--- src/rtl/packed_occupancy_grid_pkg.sv ---
// Shared types and address helpers for the packed occupancy grid.
// Widths are passed as arguments so one package serves every parametrisation.
package occupancy_grid_pkg;

  typedef enum logic [1:0] {
    IDLE    = 2'd0,
    RD_WAIT = 2'd1,
    WR      = 2'd2,
    CLEAR   = 2'd3
  } grid_state_e;

  function automatic int unsigned data_width(input int unsigned dw_log2);
    return 32'd1 << dw_log2;
  endfunction

  function automatic int unsigned cells_log2(input int unsigned gw_log2,
                                             input int unsigned gh_log2);
    return gw_log2 + gh_log2;
  endfunction

  function automatic int unsigned addr_width(input int unsigned gw_log2,
                                             input int unsigned gh_log2,
                                             input int unsigned dw_log2);
    return gw_log2 + gh_log2 - dw_log2;
  endfunction

  // Linear cell index is {y, x}; the upper bits select the word, the lower bits the cell.
  function automatic int unsigned cell_word(input int unsigned x, input int unsigned y,
                                            input int unsigned gw_log2,
                                            input int unsigned dw_log2);
    return ((y << gw_log2) | x) >> dw_log2;
  endfunction

  function automatic int unsigned cell_bit(input int unsigned x, input int unsigned y,
                                           input int unsigned gw_log2,
                                           input int unsigned dw_log2);
    return ((y << gw_log2) | x) & ((32'd1 << dw_log2) - 32'd1);
  endfunction

endpackage

--- src/rtl/packed_occupancy_grid.sv ---
// Occupancy grid front end: packs cells into BRAM words, does read-modify-write
// cell updates, a full-memory clear sweep and a running occupied-cell count.
module packed_occupancy_grid
  import occupancy_grid_pkg::*;
#(
  parameter int unsigned GRID_WIDTH_LOG2  = 6,
  parameter int unsigned GRID_HEIGHT_LOG2 = 6,
  parameter int unsigned DATA_WIDTH_LOG2  = 5,
  parameter int unsigned MEM_READ_LATENCY = 1,
  localparam int unsigned DATA_WIDTH = data_width(DATA_WIDTH_LOG2),
  localparam int unsigned ADDR_WIDTH = addr_width(GRID_WIDTH_LOG2, GRID_HEIGHT_LOG2, DATA_WIDTH_LOG2),
  localparam int unsigned CELLS_LOG2 = cells_log2(GRID_WIDTH_LOG2, GRID_HEIGHT_LOG2)
) (
  input  logic                        clk,
  input  logic                        rst,
  input  logic [GRID_WIDTH_LOG2-1:0]  cell_x_in,
  input  logic [GRID_HEIGHT_LOG2-1:0] cell_y_in,
  input  logic                        vld_in,
  output logic                        rdy,
  input  logic                        we,
  input  logic                        w_occupied,
  output logic                        vld_out,
  output logic                        r_occupied,
  input  logic                        clear_start,
  output logic                        clear_busy,
  output logic [CELLS_LOG2:0]         occupied_count,
  output logic [ADDR_WIDTH-1:0]       mem_addr,
  output logic                        mem_we,
  output logic [DATA_WIDTH-1:0]       mem_wdata,
  input  logic [DATA_WIDTH-1:0]       mem_rdata
);

  localparam int unsigned LAT_W = $clog2(MEM_READ_LATENCY + 1);
  localparam logic [CELLS_LOG2:0] MAX_COUNT = {1'b1, {CELLS_LOG2{1'b0}}};

  grid_state_e                state_q, state_d;
  logic [LAT_W-1:0]           lat_q, lat_d;
  logic [DATA_WIDTH_LOG2-1:0] bit_q, bit_d;
  logic                       we_q, we_d;
  logic                       wval_q, wval_d;
  logic                       old_q, old_d;
  logic [ADDR_WIDTH-1:0]      mem_addr_q, mem_addr_d;
  logic                       mem_we_q, mem_we_d;
  logic [DATA_WIDTH-1:0]      mem_wdata_q, mem_wdata_d;
  logic                       vld_out_q, vld_out_d;
  logic                       r_occupied_q, r_occupied_d;
  logic                       clear_busy_q, clear_busy_d;
  logic [CELLS_LOG2:0]        count_q, count_d;
  logic                       rdy_q, rdy_d;
  logic [DATA_WIDTH-1:0]      merged;

  always_comb begin
    state_d      = state_q;
    lat_d        = lat_q;
    bit_d        = bit_q;
    we_d         = we_q;
    wval_d       = wval_q;
    old_d        = old_q;
    mem_addr_d   = mem_addr_q;
    mem_we_d     = mem_we_q;
    mem_wdata_d  = mem_wdata_q;
    vld_out_d    = 1'b0;
    r_occupied_d = r_occupied_q;
    clear_busy_d = clear_busy_q;
    count_d      = count_q;
    merged       = mem_rdata;
    merged[bit_q] = wval_q;

    case (state_q)
      IDLE: begin
        if (clear_start) begin
          state_d      = CLEAR;
          mem_addr_d   = '0;
          mem_we_d     = 1'b1;
          mem_wdata_d  = '0;
          clear_busy_d = 1'b1;
        end else if (vld_in) begin
          state_d    = RD_WAIT;
          mem_addr_d = ADDR_WIDTH'(cell_word(32'(cell_x_in), 32'(cell_y_in),
                                             GRID_WIDTH_LOG2, DATA_WIDTH_LOG2));
          bit_d      = DATA_WIDTH_LOG2'(cell_bit(32'(cell_x_in), 32'(cell_y_in),
                                                 GRID_WIDTH_LOG2, DATA_WIDTH_LOG2));
          mem_we_d   = 1'b0;
          lat_d      = LAT_W'(MEM_READ_LATENCY);
          we_d       = we;
          wval_d     = w_occupied;
        end
      end
      RD_WAIT: begin
        // Counter reaching zero marks the edge at which mem_rdata is valid.
        if (lat_q != '0) begin
          lat_d = lat_q - LAT_W'(1);
        end else begin
          old_d = mem_rdata[bit_q];
          if (we_q) begin
            state_d     = WR;
            mem_we_d    = 1'b1;
            mem_wdata_d = merged;
          end else begin
            state_d      = IDLE;
            r_occupied_d = mem_rdata[bit_q];
            vld_out_d    = 1'b1;
          end
        end
      end
      WR: begin
        state_d      = IDLE;
        mem_we_d     = 1'b0;
        r_occupied_d = old_q;
        vld_out_d    = 1'b1;
        if (!old_q && wval_q && count_q != MAX_COUNT) begin
          count_d = count_q + 1'b1;
        end else if (old_q && !wval_q && count_q != '0) begin
          count_d = count_q - 1'b1;
        end
      end
      CLEAR: begin
        if (mem_addr_q == '1) begin
          state_d      = IDLE;
          mem_we_d     = 1'b0;
          clear_busy_d = 1'b0;
          count_d      = '0;
        end else begin
          mem_addr_d = mem_addr_q + ADDR_WIDTH'(1);
        end
      end
      default: state_d = IDLE;
    endcase

    rdy_d = (state_d == IDLE);
  end

  always_ff @(posedge clk or posedge rst) begin
    if (rst) begin
      state_q      <= IDLE;
      lat_q        <= '0;
      bit_q        <= '0;
      we_q         <= 1'b0;
      wval_q       <= 1'b0;
      old_q        <= 1'b0;
      mem_addr_q   <= '0;
      mem_we_q     <= 1'b0;
      mem_wdata_q  <= '0;
      vld_out_q    <= 1'b0;
      r_occupied_q <= 1'b0;
      clear_busy_q <= 1'b0;
      count_q      <= '0;
      rdy_q        <= 1'b1;
    end else begin
      state_q      <= state_d;
      lat_q        <= lat_d;
      bit_q        <= bit_d;
      we_q         <= we_d;
      wval_q       <= wval_d;
      old_q        <= old_d;
      mem_addr_q   <= mem_addr_d;
      mem_we_q     <= mem_we_d;
      mem_wdata_q  <= mem_wdata_d;
      vld_out_q    <= vld_out_d;
      r_occupied_q <= r_occupied_d;
      clear_busy_q <= clear_busy_d;
      count_q      <= count_d;
      rdy_q        <= rdy_d;
    end
  end

  assign rdy            = rdy_q;
  assign vld_out        = vld_out_q;
  assign r_occupied     = r_occupied_q;
  assign clear_busy     = clear_busy_q;
  assign occupied_count = count_q;
  assign mem_addr       = mem_addr_q;
  assign mem_we         = mem_we_q;
  assign mem_wdata      = mem_wdata_q;

endmodule

--- config.mk ---
export PLATFORM = sky130hd
export DESIGN_NAME = packed_occupancy_grid
export DESIGN_NICKNAME = d
export VERILOG_FILES = /design/src/rtl/packed_occupancy_grid_pkg.sv /design/src/rtl/packed_occupancy_grid.sv
export SDC_FILE = /design/constraint.sdc
export NUM_CORES = 1
export LEC_CHECK = 0
export CORE_AREA = 2 2 88 174
export CTS_CLUSTER_DIAMETER = 150
export DETAILED_ROUTE_END_ITERATION = 8
export DIE_AREA = 0 0 90 176
export RECOVER_POWER = 25
export SLEW_MARGIN = 20
export SYNTH_ARGS = -nofsm -noshare
export SYNTH_HDL_FRONTEND = slang
export SYNTH_SLANG_ARGS = --single-unit
export TNS_END_PERCENT = 5
--- constraint.sdc ---
create_clock -name clk -period 10.1 [get_ports clk]
set_input_delay 1.515 -clock clk [delete_from_list [all_inputs] [get_ports clk]]
set_output_delay 1.515 -clock clk [all_outputs]
set_load 0.005 [all_outputs]
==> results.md, run 1 <==
- Synthesis handed over a netlist of 468 instances.
- The number of nets at the end of the flow is 629.
- The number of DRC violations after detailed routing is 0.
- The post-synthesis to final-layout area growth is 35.22%.
- STA classifies the critical path endpoint as an asynchronous set/reset pin.
- The number of global-route vias before repair was 4073.
- The via count normalized by instance count is 5.067.
- The count of pins over their slew limit was 69.
- The clock passes through at most 2 buffers.
- The die boundary height is 176 um.
- Setup repair after global routing left no endpoint under its margin.
- The flow ran to the end, but the final reports show violations.
- The estimated wirelength of the detail-placed design is 9602 um.
- Combinational cells account for 54.0% of the total power.
- The post-synthesis net count is 536.
- The row count is 62.
- The data arrival time of the critical path is 4.87 ns.
- After synthesis, the netlist uses 50 different library cells.
- After detailed routing, the average wire length per cell comes to 17.17 um.
- On the final layout, the worst clock skew is 0.009743 ns.
- In this run the power spent charging and discharging nets is 0.0007832 W.
- Net switching is 42.12% of the power.
- Across all hold checks on the routed design, the worst slack comes to 0.4793 ns.
- The measured slew at the worst slew-check pin is 3.908 ns.
- Routability-driven placement finished with a final weighted congestion of 0.8697.
- In this run the worst path has a maximum fanout of 68.
- The total overflow left after global routing is 0.
- The wire length of the first global-routing pass is 20990 um.
- The area of the die is 0.01584 sq mm.
- The share of the clock period used by the worst path is 52.82%.
- The checks that failed: max-capacitance violations, max-slew violations.
- The deepest level of the CTS H-tree is 3.
- 107 I/O pins were placed.
- The cell accounting for the most synthesized area is dfrtp_1.
- The synthesized design contains 68 register bits.
- The pin count of the biggest net entering global routing is 69.
- The cell with the most instances after synthesis is nand2_1.
- The number of antenna violations at the first check in global routing is 1.
- The number of instances on the worst hold path is 2.
- The area of the core is 0.01443 sq mm.
- The Yosys step of the flow raised 0 warnings.
- For this design, the CTS-stage hold fixing added 0 buffers.
- The max-cap check violation count is 1.
- The worst voltage drop across the vdd grid is 0.1303 mV.
- The clock share of power is 17.7%.
- The violation count after the first detailed-route iteration is 155.
- The timing-limited maximum frequency is 187.4 MHz.
- The leakage power summed over all cells is 2.399 nW.
- Once detail routing completed, the nets flagged for antenna violations numbered 0.
- Setup violations remaining at the end of the flow were counted as 0.
- Once the floorplan was initialized, standard cells occupied 29.52% of the core.
- The total routing usage reported by global routing is 16.82%.
- In this run the clock root is driven by a clkbuf_16.
- The path class of the tightest hold or removal check is reg2reg.
- Of the cells placed in the final design, the portion with a size suffix greater than 1 is 7.067%.
- For this run, the register share of the synthesized area comes to 39.98%.
- The final non-filler cell area is 0.005759 sq mm.
- The cell internal power dissipation is 0.001076 W.
- The later pin in the worst-skew pair is clocked with a latency of 0.34 ns.
- The data required time at the worst endpoint is 9.63 ns.
- Clock tree synthesis inserted a total of 9 buffers.
- The setup path with the least slack is of type in2async.
- The combined area of the multi-input logic cells is 0.002351 sq mm.
- The post-route setup TNS is 0 ns.
- The power per cell area is 322.8 mW/mm^2.
- Fill cells in the final layout number 1478.
- The number of post-CTS setup repair buffers is 0.
- The number of port buffers is 106.
- Summed over its instances, the top area cell type makes up 39.37% of the synthesized netlist area.
- The mapped netlist covers 0.004259 sq mm.
- The power share of the sequential group is 28.2%.
- The nature of the critical path startpoint is an input pin.
- The number of instances in the placed design is 742.
- The floorplan die width is 90 um.
- The register area is 0.001703 sq mm.
- The via count is 3846.
- The average size of a mapped cell is 9.101 sq um.
- The standard cell area after detailed placement is 0.005446 sq mm.
- The number of gates resized after CTS was 0.
- The number of sinks handled by clock tree synthesis is 68.
- The number of search-and-repair iterations in the first detailed-routing pass is 5.
- The logic depth of the worst register-to-register path is 10.
- The number of enable-type register cells in the synthesized netlist is 0.
- Once layout is complete, the cells apart from fillers number 759.
- The smallest clock period supported by the final layout is computed as 5.335 ns.
- The flip-flop cell with the highest count after synthesis is dfrtp_1.
- TritonCTS built the clock tree.
- Counting instances in the post-synthesis netlist gives the leading cell types as 76 x nand2_1, 67 x dfrtp_1, 47 x o21ai_0.
- Headroom to the max-slew limit came out at -160.5%.
- The share of async-settable or async-resettable flops after synthesis is 100.0%.
- In the post-synthesis netlist, the biggest area contributors are dfrtp_1 39%, mux2i_1 7.5%, nand2_1 6.7%.
- Wires add up to 13030 um.
- After clock tree synthesis, the clock-pin slew on the worst setup and hold paths is 0.05 ns.
- The total count of hold-check failures in the final report is 0.
power by group through the flow:
stage                     clock, W  combinational, W  sequential, W
after floorplan                  0          0.000679       0.000474
after global placement           0          0.000995       0.000528
after detailed placement         0           0.00101       0.000532
after CTS                 0.000340           0.00101       0.000529
after global routing      0.000348           0.00112       0.000548
final                     0.000330           0.00100       0.000525
stage by stage:
step | setup WS [ns] | total power, W | utilization (%)
global placement | 5.921 | 0.001522 | 37.75
CTS | 5.740 | 0.001881 | 39.91
finish | 4.765 | 0.001859 | 39.92
detailed placement | 5.791 | 0.001540 | 37.75
global route | 3.904 | 0.002011 | 39.92
floorplan | 6.489 | 0.001153 | -
final cells by class:
cell class	instances	share of cell area, %
flip-flops and latches	68	29.57
clock buffers	11	4.388
inverters	21	1.369
clock inverters	5	1.021
repair buffers	108	18.62
diodes	1	0.04345
well taps	192	4.171
multi-input cells	353	40.82
layout by cell type (no fill, tap or decap), drive strengths merged, types with 3 or more instances in the layout:
cell type,count
mux2,8
nor2b,5
nand3,9
nand2,76
mux2i,32
o22ai,5
mux4,8
o211ai,3
o21a,5
nand3b,3
or4,4
nand4,4
a21o,4
clkbuf,12
xnor2,5
inv,21
clkdlybuf4s50,104
or3,3
o21ai,56
a21oi,29
nand2b,6
a22o,3
nor3,9
ha,17
nor2,31
dfrtp,67
nor3b,3
o31ai,4
flip-flops by register name (all words and copies together), names as in the netlist:
| register | cells |
|---|---|
| mem_we | 1 |
| mem_addr | 7 |
| lat_q | 1 |
| mem_wdata | 32 |
| state_q | 2 |
| we_q | 1 |
| bit_q | 5 |
| vld_out | 1 |
| clear_busy | 1 |
| r_occupied | 1 |
| wval_q | 1 |
| occupied_count | 13 |
| old_q | 1 |
| rdy | 1 |
critical path, stage by stage:
cell and delay, ns:
dlygate4sd3_1 0.54, clkinv_1 0.04, clkbuf_1 2.75
worst paths after layout:
path | startpoint | endpoint | slack (ns)
setup / recovery | rst | mem_wdata[2] | 4.77
hold / removal | mem_wdata[7] | mem_wdata[7] | 0.48
setup reg to reg | occupied_count[3] | occupied_count[10] | 5.74
hold reg to reg | mem_wdata[7] | mem_wdata[7] | 0.48
max in group clk | occupied_count[3] | occupied_count[10] | 5.74
min in group asynchronous | rst | occupied_count[9] | 3.17
metal layers:
metal | part of all wire [%] | global-route usage, % | up-vias
met5 | 0 | 0 | -
met4 | 4.1 | 8.910 | 0
met3 | 5.1 | 4.140 | 33
met2 | 53 | 30.92 | 115
met1 | 38 | 17.43 | 1853
li1 | - | - | 1845
cell families after synthesis:
logic type / Yosys count / synth area share, %
flip-flops: 68 / 39.98
multiplexers: 48 / 13.87
adder cells (fa/ha/maj): 18 / 5.464
buffers and inverters: 47 / 4.877
XOR/XNOR: 7 / 1.440
AND/OR/NAND/NOR: 156 / 16.48
AO/OA/AOI/OAI: 124 / 17.89
Note: power is estimated with default switching activity, not from simulation.
==> run 2, diff against run 1 <==
==> constraint.sdc (replaced) <==
create_clock -name clk -period 5.6 [get_ports clk]
set_input_delay 0.84 -clock clk [delete_from_list [all_inputs] [get_ports clk]]
set_output_delay 0.84 -clock clk [all_outputs]
set_load 0.005 [all_outputs]
==> results.md, run 2 (synthesized netlist as in run 1, its figures left out) <==
- Clock latency on the worst-skew pair, taken at its later pin, is 0.33 ns.
- The endpoint type of the worst setup path is a register.
- For the worst setup path, the data arrival time is 4.56 ns.
- Entering global routing, the biggest net connects 69 pins.
- The total count of hold-check failures in the final report is 0.
- The floorplan step defined a die boundary enclosing 0.01584 sq mm.
- The estimated wirelength of the detail-placed design is 9482 um.
- The final period demand of the worst path is 4.319 ns.
- During I/O placement, the number of pins put on the boundary was 107.
- The combined area of the multi-input logic cells is 0.002351 sq mm.
- The max-cap check violation count is 0.
- The share of total power dissipated in sequential elements is 28.9%.
- The share of layout cells above drive strength 1 is 6.714%.
- The count of pins over their slew limit is 0.
- Data on the critical path is required at its endpoint by 5.84 ns.
- The worst voltage drop across the vdd grid is 0.2130 mV.
- The total routing usage reported by global routing is 16.28%.
- The overall routed net length is 12750 um.
- The switching power share of the total is 42.10%.
- The deepest level of the CTS H-tree is 3.
- The final RePlAce weighted congestion is 0.8815.
- The worst setup path is launched from a register.
- The cell internal power dissipation is 0.001894 W.
- The number of search-and-repair iterations in the first detailed-routing pass is 4.
- The min-delay analysis places its worst path in the category reg2reg.
- For this block, wires on met1 add up to 5028 um.
- The setup slack at placement is 1.217 ns.
- The run finished with clean final reports.
- The highest signal layer in the routed design is met4.
- Counting the buffers created by CTS gives 9.
- The register with the most flip-flops in the layout has 32 of them.
- Fill cells in the final layout number 1519.
- For this design the ratio of total power to cell area is 571.4 mW/mm^2.
- The master of the slowest instance on the critical path is o41ai_4.
- Headroom to the max-slew limit came out at 35.89%.
- The top cell types in the final layout, fill and taps aside, are 105 x clkdlybuf4s50_1, 75 x nand2_1, 67 x dfrtp_1.
- The share of the clock period used by the worst path is 77.12%.
- After clock tree synthesis, the setup repair step added 0 buffers.
- The critical path goes through or4_1, o41ai_4, inv_1, fa_1, nand2b_1, a2111oi_0, o21ai_0, a21boi_0, nor3_1, o31ai_1.
- In this run the deepest clock path goes through 2 buffers.
- Dividing the detail-routed wire length by the instance count gives 16.80 um.
- Once the floorplan was initialized, standard cells occupied 29.52% of the core.
- Setup violations remaining at the end of the flow were counted as 0.
- The number of DRC violations after detailed routing is 0.
- The die boundary height is 176 um.
- In this run the static leakage power is 2.391 nW.
- In this design, the stage delay of the slowest critical-path cell is 0.81 ns.
- The initialized floorplan defines 62 standard-cell rows.
- During placement, the flow inserted port buffers numbering 106.
- Per report_power, the clock group accounts for 16.2% of the total.
- The combinational group share of total power is 54.9%.
- Detailed routing placed a total of 6780 um of wire on met2.
- The antenna violation net count after detailed routing is 0.
- The total area inside the core boundary comes to 0.01443 sq mm.
- Clock skew on the completed layout was measured at 0.005874 ns.
- The overall overflow remaining after global route is 0.
- Using the TritonRoute via totals, the vias-per-cell ratio works out to 4.995.
- The via count is 3791.
- In the final layout, flip-flops and latches occupy 0.001703 sq mm.
- The number of global-route vias before repair is 3923.
- The detailed router finished its first iteration with 199 violations.
- The measured slew at the worst slew-check pin is 0.9617 ns.
- The post-synthesis to final-layout area growth is 34.43%.
- Clock-pin slew was measured on the worst setup and hold paths at 0.06 ns.
- The tree is rooted in a clkbuf_16.
- The number of antenna violations at the first check in global routing is 1.
- The type of the worst setup path is reg2reg.
- Detailed routing placed a total of 629 um of wire on met3.
- Setup repair after global routing left no endpoint under its margin.
- Once the clock tree was built, the resizer swapped 0 gates to a different size.
- Adding up every negative setup slack in the final design gives 0 ns.
- Timing would allow up to 231.5 MHz.
- The analysis attributes to net switching a power of 0.001377 W.
- At the end of the flow, the number of nets in the layout was 629.
- In the post-route analysis, the smallest setup slack over all paths is 1.281 ns.
- The most common library cell in the layout ignoring fill and taps is clkdlybuf4s50_1.
- The number of hold buffers added after cts is 0.
- The total power of the final layout is 0.003271 W.
- The floorplan die width is 90 um.
- TritonCTS built the clock tree.
- The number of sinks handled by clock tree synthesis is 68.
- Of all nets on the critical path, the largest fanout is 14.
- The wire length of the first global-routing pass is 20510 um.
run 2: cell count changes in the layout (fill, tap and decap cells not counted), sizes merged:
cell / previous run / this run
inv: 21 / 20
clkbuf: 12 / 14
dlygate4sd3: 2 / 1
bufinv: 1 / 0
buf: 1 / 2
clkinv: 2 / 3
clkinvlp: 2 / 0
clkdlybuf4s50: 104 / 105
run 2: metal layers:
| layer | track usage (%) | vias up |
|---|---|---|
| met3 | 3.969 | 15 |
| met4 | 7.244 | 0 |
| li1 | - | 1846 |
| met2 | 29.17 | 88 |
| met5 | 0 | - |
| met1 | 18.15 | 1842 |
run 2: path summary, 6_finish.rpt:
check,start,endpoint,slack (ns),depth (start not counted)
max,occupied_count[3],occupied_count[10],1.28,10
min,mem_wdata[19],mem_wdata[19],0.48,2
max reg2reg,occupied_count[3],occupied_count[10],1.28,10
min reg2reg,mem_wdata[19],mem_wdata[19],0.48,2
min in group asynchronous,rst,occupied_count[10],1.22,3
max in group asynchronous,rst,mem_addr[3],3.78,3
run 2: cell type report:
cell class	count	area share (%)
Inverter	21	1.377
Sequential cell	68	29.74
Clock inverter	2	0.1748
Antenna cell	1	0.04371
Multi-Input combinational cell	353	41.06
Clock buffer	14	4.611
Timing Repair Buffer	108	18.79
Tap cell	192	4.196
run 2: worst max-delay path, delay by kind of cell (launching register included):
kind	cells	cell delay [ns]
adders and majority gates	1	0.41
AOI/OAI and AO/OA	5	2.36
DFF	1	0.40
and+or+nand+nor	3	0.90
buffers and inverters	1	0.14
run 2: per-stage QoR:
| step | instance area (sq um) | utilization (%) | cells | hold WS, ns |
|---|---|---|---|---|
| CTS | 5720 | 39.65 | 758 | 0.4876 |
| global route | 5725 | 39.68 | 759 | 0.5142 |
| floorplan | 4259 | - | 468 | 0.4733 |
| finish | 5725 | 39.68 | 759 | 0.4832 |
| detailed placement | 5446 | 37.75 | 742 | 0.4755 |
| global placement | 5446 | 37.75 | 742 | 0.4621 |
run 2: power groups by stage:
| stage | logic [W] | registers, W | clock network (W) |
|---|---|---|---|
| 6_report | 0.00180 | 0.000946 | 0.000529 |
| 5_1_grt | 0.00200 | 0.000987 | 0.000560 |
| 4_1_cts | 0.00181 | 0.000948 | 0.000545 |
| 3_5_place_dp | 0.00180 | 0.000954 | 0 |
| 3_3_place_gp | 0.00178 | 0.000939 | 0 |
| 2_1_floorplan | 0.00122 | 0.000855 | 0 |
